[config.mk]
export PLATFORM = sky130hd
export DESIGN_NAME = pipeline_hazard_ctrl
export DESIGN_NICKNAME = d
export VERILOG_FILES = /design/src/rtl/pipe_pkg.sv /design/src/rtl/hazard_fwd_unit.sv /design/src/rtl/pipeline_hazard_ctrl.sv
export SDC_FILE = /design/constraint.sdc
export NUM_CORES = 1
export LEC_CHECK = 0
export CAP_MARGIN = 20
export CORE_MARGIN = 5
export CORE_UTILIZATION = 63
export CTS_CLUSTER_SIZE = 16
export DETAILED_ROUTE_END_ITERATION = 10
export DONT_BUFFER_PORTS = 1
export GPL_TIMING_DRIVEN = 0
export MAX_ROUTING_LAYER = met4
export PLACE_DENSITY = 0.84
export SYNTH_ARGS = -nofsm -noshare
export SYNTH_HDL_FRONTEND = slang
export SYNTH_SLANG_ARGS = --single-unit
[constraint.sdc]
create_clock -name clk -period 2.65 [get_ports clk]
set_input_delay 0 -clock clk [delete_from_list [all_inputs] [get_ports clk]]
set_output_delay 0 -clock clk [all_outputs]
set_load 0.005 [all_outputs]
[src/rtl/pipe_pkg.sv]
// Shared encodings for the 5-stage core hazard controller: FSM states,
// forwarding selects and the register address width.
package pipe_pkg;

    localparam int RA_W = 5;

    typedef enum logic [1:0] {
        ST_RUN   = 2'b00,
        ST_STALL = 2'b01,
        ST_FLUSH = 2'b10
    } state_e;

    localparam logic [1:0] FWD_RF    = 2'b00;
    localparam logic [1:0] FWD_EXMEM = 2'b10;
    localparam logic [1:0] FWD_MEMWB = 2'b01;

endpackage

[src/rtl/hazard_fwd_unit.sv]
// Combinational hazard detector: required stall count for the ID instruction
// and EX-stage operand forwarding selects.
module hazard_fwd_unit #(
    parameter int RA_W = pipe_pkg::RA_W
) (
    input  logic            id_valid,
    input  logic [RA_W-1:0] id_rs1,
    input  logic [RA_W-1:0] id_rs2,
    input  logic            id_use_rs1,
    input  logic            id_use_rs2,
    input  logic            id_branch,
    input  logic [RA_W-1:0] ex_rs1,
    input  logic [RA_W-1:0] ex_rs2,
    input  logic [RA_W-1:0] ex_rd,
    input  logic            ex_regwrite,
    input  logic            ex_memread,
    input  logic [RA_W-1:0] mem_rd,
    input  logic            mem_regwrite,
    input  logic            mem_memread,
    input  logic [RA_W-1:0] wb_rd,
    input  logic            wb_regwrite,
    output logic [1:0]      stall_need,
    output logic [1:0]      forward_a,
    output logic [1:0]      forward_b
);
    import pipe_pkg::*;

    logic match_ex;
    logic match_mem;

    // x0 is hardwired zero, so a destination of 0 never creates a dependency.
    function automatic logic id_dep(input logic vld, input logic use1, input logic use2,
                                    input logic [RA_W-1:0] rs1, input logic [RA_W-1:0] rs2,
                                    input logic [RA_W-1:0] rd);
        id_dep = vld && (rd != '0) && ((use1 && rs1 == rd) || (use2 && rs2 == rd));
    endfunction

    function automatic logic [1:0] fwd_sel(input logic [RA_W-1:0] rs,
                                           input logic mem_we, input logic [RA_W-1:0] m_rd,
                                           input logic wb_we, input logic [RA_W-1:0] w_rd);
        if (mem_we && m_rd != '0 && m_rd == rs)
            fwd_sel = FWD_EXMEM;
        else if (wb_we && w_rd != '0 && w_rd == rs)
            fwd_sel = FWD_MEMWB;
        else
            fwd_sel = FWD_RF;
    endfunction

    always_comb begin
        match_ex  = id_dep(id_valid, id_use_rs1, id_use_rs2, id_rs1, id_rs2, ex_rd);
        match_mem = id_dep(id_valid, id_use_rs1, id_use_rs2, id_rs1, id_rs2, mem_rd);

        stall_need = 2'd0;
        if (id_branch) begin
            // Branches compare in ID, so even ALU results in EX must be waited on.
            if (ex_memread && match_ex)
                stall_need = 2'd2;
            else if ((ex_regwrite && match_ex) || (mem_memread && match_mem))
                stall_need = 2'd1;
        end else if (ex_memread && match_ex) begin
            stall_need = 2'd1;
        end

        forward_a = fwd_sel(ex_rs1, mem_regwrite, mem_rd, wb_regwrite, wb_rd);
        forward_b = fwd_sel(ex_rs2, mem_regwrite, mem_rd, wb_regwrite, wb_rd);
    end

endmodule

[src/rtl/pipeline_hazard_ctrl.sv]
// Hazard/sequencing controller: stalls PC and IF/ID, injects ID/EX bubbles,
// squashes the wrong-path fetch after a taken branch, and counts stall/flush cycles.
module pipeline_hazard_ctrl #(
    parameter int RA_W  = pipe_pkg::RA_W,
    parameter int CNT_W = 16
) (
    input  logic             clk,
    input  logic             reset,
    input  logic             id_valid,
    input  logic [RA_W-1:0]  id_rs1,
    input  logic [RA_W-1:0]  id_rs2,
    input  logic             id_use_rs1,
    input  logic             id_use_rs2,
    input  logic             id_branch,
    input  logic             branch_taken,
    input  logic [RA_W-1:0]  ex_rs1,
    input  logic [RA_W-1:0]  ex_rs2,
    input  logic [RA_W-1:0]  ex_rd,
    input  logic             ex_regwrite,
    input  logic             ex_memread,
    input  logic [RA_W-1:0]  mem_rd,
    input  logic             mem_regwrite,
    input  logic             mem_memread,
    input  logic [RA_W-1:0]  wb_rd,
    input  logic             wb_regwrite,
    output logic             pc_write,
    output logic             ifid_write,
    output logic             idex_bubble,
    output logic [1:0]       forward_a,
    output logic [1:0]       forward_b,
    output logic [1:0]       state_o,
    output logic [CNT_W-1:0] stall_cycles,
    output logic [CNT_W-1:0] flush_cycles
);
    import pipe_pkg::*;

    state_e            state_q, state_d;
    logic [1:0]        stall_cnt_q, stall_cnt_d;
    logic [CNT_W-1:0]  stall_cycles_q, stall_cycles_d;
    logic [CNT_W-1:0]  flush_cycles_q, flush_cycles_d;
    logic [1:0]        stall_need;
    logic [1:0]        fwd_a_raw, fwd_b_raw;

    hazard_fwd_unit #(.RA_W(RA_W)) u_hazard (
        .id_valid     (id_valid),
        .id_rs1       (id_rs1),
        .id_rs2       (id_rs2),
        .id_use_rs1   (id_use_rs1),
        .id_use_rs2   (id_use_rs2),
        .id_branch    (id_branch),
        .ex_rs1       (ex_rs1),
        .ex_rs2       (ex_rs2),
        .ex_rd        (ex_rd),
        .ex_regwrite  (ex_regwrite),
        .ex_memread   (ex_memread),
        .mem_rd       (mem_rd),
        .mem_regwrite (mem_regwrite),
        .mem_memread  (mem_memread),
        .wb_rd        (wb_rd),
        .wb_regwrite  (wb_regwrite),
        .stall_need   (stall_need),
        .forward_a    (fwd_a_raw),
        .forward_b    (fwd_b_raw)
    );

    always_comb begin
        state_d     = state_q;
        stall_cnt_d = stall_cnt_q;
        pc_write    = 1'b1;
        ifid_write  = 1'b1;
        idex_bubble = 1'b0;
        forward_a   = fwd_a_raw;
        forward_b   = fwd_b_raw;

        unique case (state_q)
            ST_RUN: begin
                if (stall_need != 2'd0) begin
                    pc_write    = 1'b0;
                    ifid_write  = 1'b0;
                    idex_bubble = 1'b1;
                    if (stall_need == 2'd2) begin
                        state_d     = ST_STALL;
                        stall_cnt_d = 2'd1;
                    end
                end else if (id_valid && id_branch && branch_taken) begin
                    state_d = ST_FLUSH;
                end
            end
            ST_STALL: begin
                pc_write    = 1'b0;
                ifid_write  = 1'b0;
                idex_bubble = 1'b1;
                stall_cnt_d = stall_cnt_q - 2'd1;
                if (stall_cnt_q <= 2'd1)
                    state_d = ST_RUN;
            end
            ST_FLUSH: begin
                idex_bubble = 1'b1;
                state_d     = ST_RUN;
            end
            default: begin
                state_d = ST_RUN;
            end
        endcase

        // Outputs are held at their benign values while reset is asserted.
        if (!reset) begin
            pc_write    = 1'b1;
            ifid_write  = 1'b1;
            idex_bubble = 1'b0;
            forward_a   = FWD_RF;
            forward_b   = FWD_RF;
        end

        stall_cycles_d = stall_cycles_q;
        if (!pc_write && stall_cycles_q != '1)
            stall_cycles_d = stall_cycles_q + CNT_W'(1);
        flush_cycles_d = flush_cycles_q;
        if (state_q == ST_FLUSH && flush_cycles_q != '1)
            flush_cycles_d = flush_cycles_q + CNT_W'(1);
    end

    always_ff @(posedge clk or negedge reset) begin
        if (!reset) begin
            state_q        <= ST_RUN;
            stall_cnt_q    <= 2'd0;
            stall_cycles_q <= '0;
            flush_cycles_q <= '0;
        end else begin
            state_q        <= state_d;
            stall_cnt_q    <= stall_cnt_d;
            stall_cycles_q <= stall_cycles_d;
            flush_cycles_q <= flush_cycles_d;
        end
    end

    assign state_o      = state_q;
    assign stall_cycles = stall_cycles_q;
    assign flush_cycles = flush_cycles_q;

endmodule
==> results_dict.tcl <==
set metrics [dict create \
    wl_um 5160 \
    clk_pin_slew_ns 0.07 \
    fp-row-count 22 \
    fin_skew_ns 0.00707 \
    cts_root_buf "clkbuf_8" \
    finalHoldViolCount 0 \
    synth_nets 295 \
    cts_inserted_buffers 5 \
    synth_area_leaders "dfrtp_1, xnor2_1, xor2_1" \
    synth_mux_area_share_pct 1.97 \
    endpoint_kind "register" \
    io_buffers 0 \
    async_flop_share_pct 100 \
    crit_required_ns 2.81 \
    synth_compound_area_share_pct 6.90 \
    setup_viol 0 \
    insertion_delay_ns 0.28 \
    grt_pass1_vias 1906 \
    fin_tns_setup_ns 0 \
    grt_pass1_wl_um 8710 \
    cts.path.max_buffers 2 \
    critPathKind "reg2reg" \
    post-place-ws_ns 0.427 \
    grtUsageMet3_pct 7.43 \
    maxSlewViolCount 0 \
    p_int_w 0.00101 \
    start_util_pct 65.4 \
    cp.arrival_ns 2.41 \
    leakage_nw 1.09 \
    pin_count 88 \
    clockPowerShare_pct 22.8 \
    overflow 0 \
    drc 0 \
    hold_depth 3 \
    setup_slack_ns 0.406 \
    top_usage_layer "met2" \
    grt_start_max_net_pins 37 \
    synth_area_um2 2410 \
    syn_avg_cell_area_um2 10.0 \
    rrSetupSlack_ns 0.41 \
    ys_ff_latch 36 \
    final_nets 306 \
    antenna_left 0 \
    regToRegStartpoint "state_o[0]" \
    power_frac_seq_pct 48.1 \
    start_kind "register" \
    cp-startpoint "state_o[0]" \
    h-tree-depth 2 \
    viasPerCell 6.12 \
    synth_seq_area_share_pct 37.3 \
    cts.sinks 36 \
    p_switching_w 0.000542 \
    netlist.area_leader.share_pct 37.3 \
    regArea_um2 901 \
    design_area_um2 2600 \
    die-area_um2 5170 \
    p_total_w 0.00155 \
    dp.cells 289 \
    synth-simple-area-share_pct 22.3 \
    reg2reg_depth 7 \
    max-cap-violations 0 \
    vias 1836 \
    synth_edf_count 0 \
    rsz0062_at_grt "no" \
    path_max_fanout 10 \
    cts_setup_buffers 0 \
    drt-wirelength-per-cell_um 17.2 \
    area_growth_pct 7.78 \
    synth_cell_type_count 45 \
    n_antenna_cell 0 \
    synth_cells 241 \
    peakVddDrop_mv 0.461 \
    fmax_ghz 0.446 \
    multi_input_area_um2 1440 \
    antenna_found_initial 0 \
    holdCritPathClass "in2reg" \
    yosys_warnings 0 \
    fp.dieH_um 71.9 \
    layout_common_cells "xnor2_1, dfrtp_1, xor2_1, nand3_1, nand2_1" \
    fillers 291 \
    period_share_pct 84.7 \
    first_pass_iters 4 \
    place_congestion 0.866 \
    synth_top_area_cell "dfrtp_1" \
    relSlewSlack_pct 56.3 \
    worst_pin_slew_ns 0.650 \
    synth_top_family_by_area "XOR/XNOR gates" \
    stdcell_count 300 \
    reg2reg_to "stall_cycles[15]" \
    synthFlopType "dfrtp_1" \
    share_comb_of_total_power_pct 29.1 \
    grtUsageMet2_pct 36.1 \
    coreArea_um2 3690 \
    synthAdderAreaFrac_pct 3.63 \
    die_w_um 71.9 \
    hpwlAfterDp_um 4080 \
    grt_usage_pct 21.8 \
    place_area_um2 2470 \
    drive_gt1_share_pct 8.73 \
    p_per_area_nw_per_um2 597 \
    cts_tree "yes" \
    synth_xor_area_share_pct 24.7 \
    drt_iter0_drc 55 \
    cp-endpoint "stall_cycles[15]" \
    p_sw_share_pct 34.9 \
    status "finished, final reports clean" \
    grt_use_met1_pct 24.5 \
    finalCriticalPeriod_ns 2.24 \
]
flip-flops by register name (all words and copies together) (netlist names):
signal and cells:
stall_cycles 16, stall_cnt_q 2, state_o 2, flush_cycles 16
layer usage:
metal | share of wire, % | wire length, µm | vias to the layer above
met3 | 7.3 | 374 | 11
li1 | - | - | 873
met1 | 40 | 2070 | 900
met2 | 51 | 2640 | 52
met4 | 1.5 | 79 | 0
met5 | 0 | 0 | -
power groups by stage:
stage | logic (W) | clock network (W) | registers (W)
after floorplan | 0.000354 | 0 | 0.000726
after global placement | 0.000409 | 0 | 0.000751
after detailed placement | 0.000432 | 0 | 0.000758
after CTS | 0.000451 | 0.000365 | 0.000749
after global routing | 0.000511 | 0.000392 | 0.000765
final | 0.000451 | 0.000354 | 0.000747
area by class of cell:
type | instances | area share, %
buffer | 8 | 2.07
clock buffer | 6 | 2.79
clock inverter | 1 | 0.192
inverter | 6 | 0.866
multi-input combinational | 191 | 55.2
sequential | 36 | 34.6
tap | 48 | 2.31
timing repair buffer | 4 | 1.92
worst min-delay path by stage:
stage	start	end	slack (ns)
floorplan	reset	flush_cycles[0]	-0.30
global placement	reset	flush_cycles[0]	-0.29
detailed placement	reset	flush_cycles[2]	-0.29
CTS	branch_taken	state_o[0]	0.003
global route	branch_taken	state_o[0]	0.03
finish	branch_taken	state_o[0]	0.00003
repair_timing:
| item | in CTS | in global routing |
|---|---|---|
| gates resized for setup | 0 | 0 |
| hold buffers | 4 | 0 |
| hold endpoints to repair | 37 | 0 |
| setup endpoints to repair | 0 | 0 |
cells by family (layout without fill, tap and decap cells):
| logic type | Yosys count | count (layout) |
|---|---|---|
| and+or+nand+nor | 93 | 93 |
| xor gates and xnor gates | 68 | 68 |
| DFF | 36 | 36 |
| AOI/OAI and AO/OA | 19 | 19 |
| buffers and inverters | 14 | 25 |
| adders and majority gates | 7 | 7 |
| muxes | 4 | 4 |
through the flow:
step | utilization, % | hold WS, ns
final | 70.5 | 0.0000317
after global routing | 70.5 | 0.0256
after CTS | 70.5 | 0.00349
after detailed placement | 67.0 | -0.294
after global placement | 67.0 | -0.294
after floorplan | - | -0.296
cells in the mapped netlist, drive strengths merged (5+ instances only):
master and number:
xor2 32, nor2 5, buf 7, ha 7
dfrtp 36, inv 6, nor4 8, nand4 10
nand3 20, nand2 16, and3 10, and2 7
xnor2 36
worst max-delay path: stages (launching register included):
cell,delay [ns]
dfrtp_1,0.45
inv_1,0.13
ha_1,0.34
o21a_1,0.24
a21boi_1,0.38
buf_2,0.29
nand4_1,0.14
xnor2_1,0.15
Power figures use the tool's default switching activity.
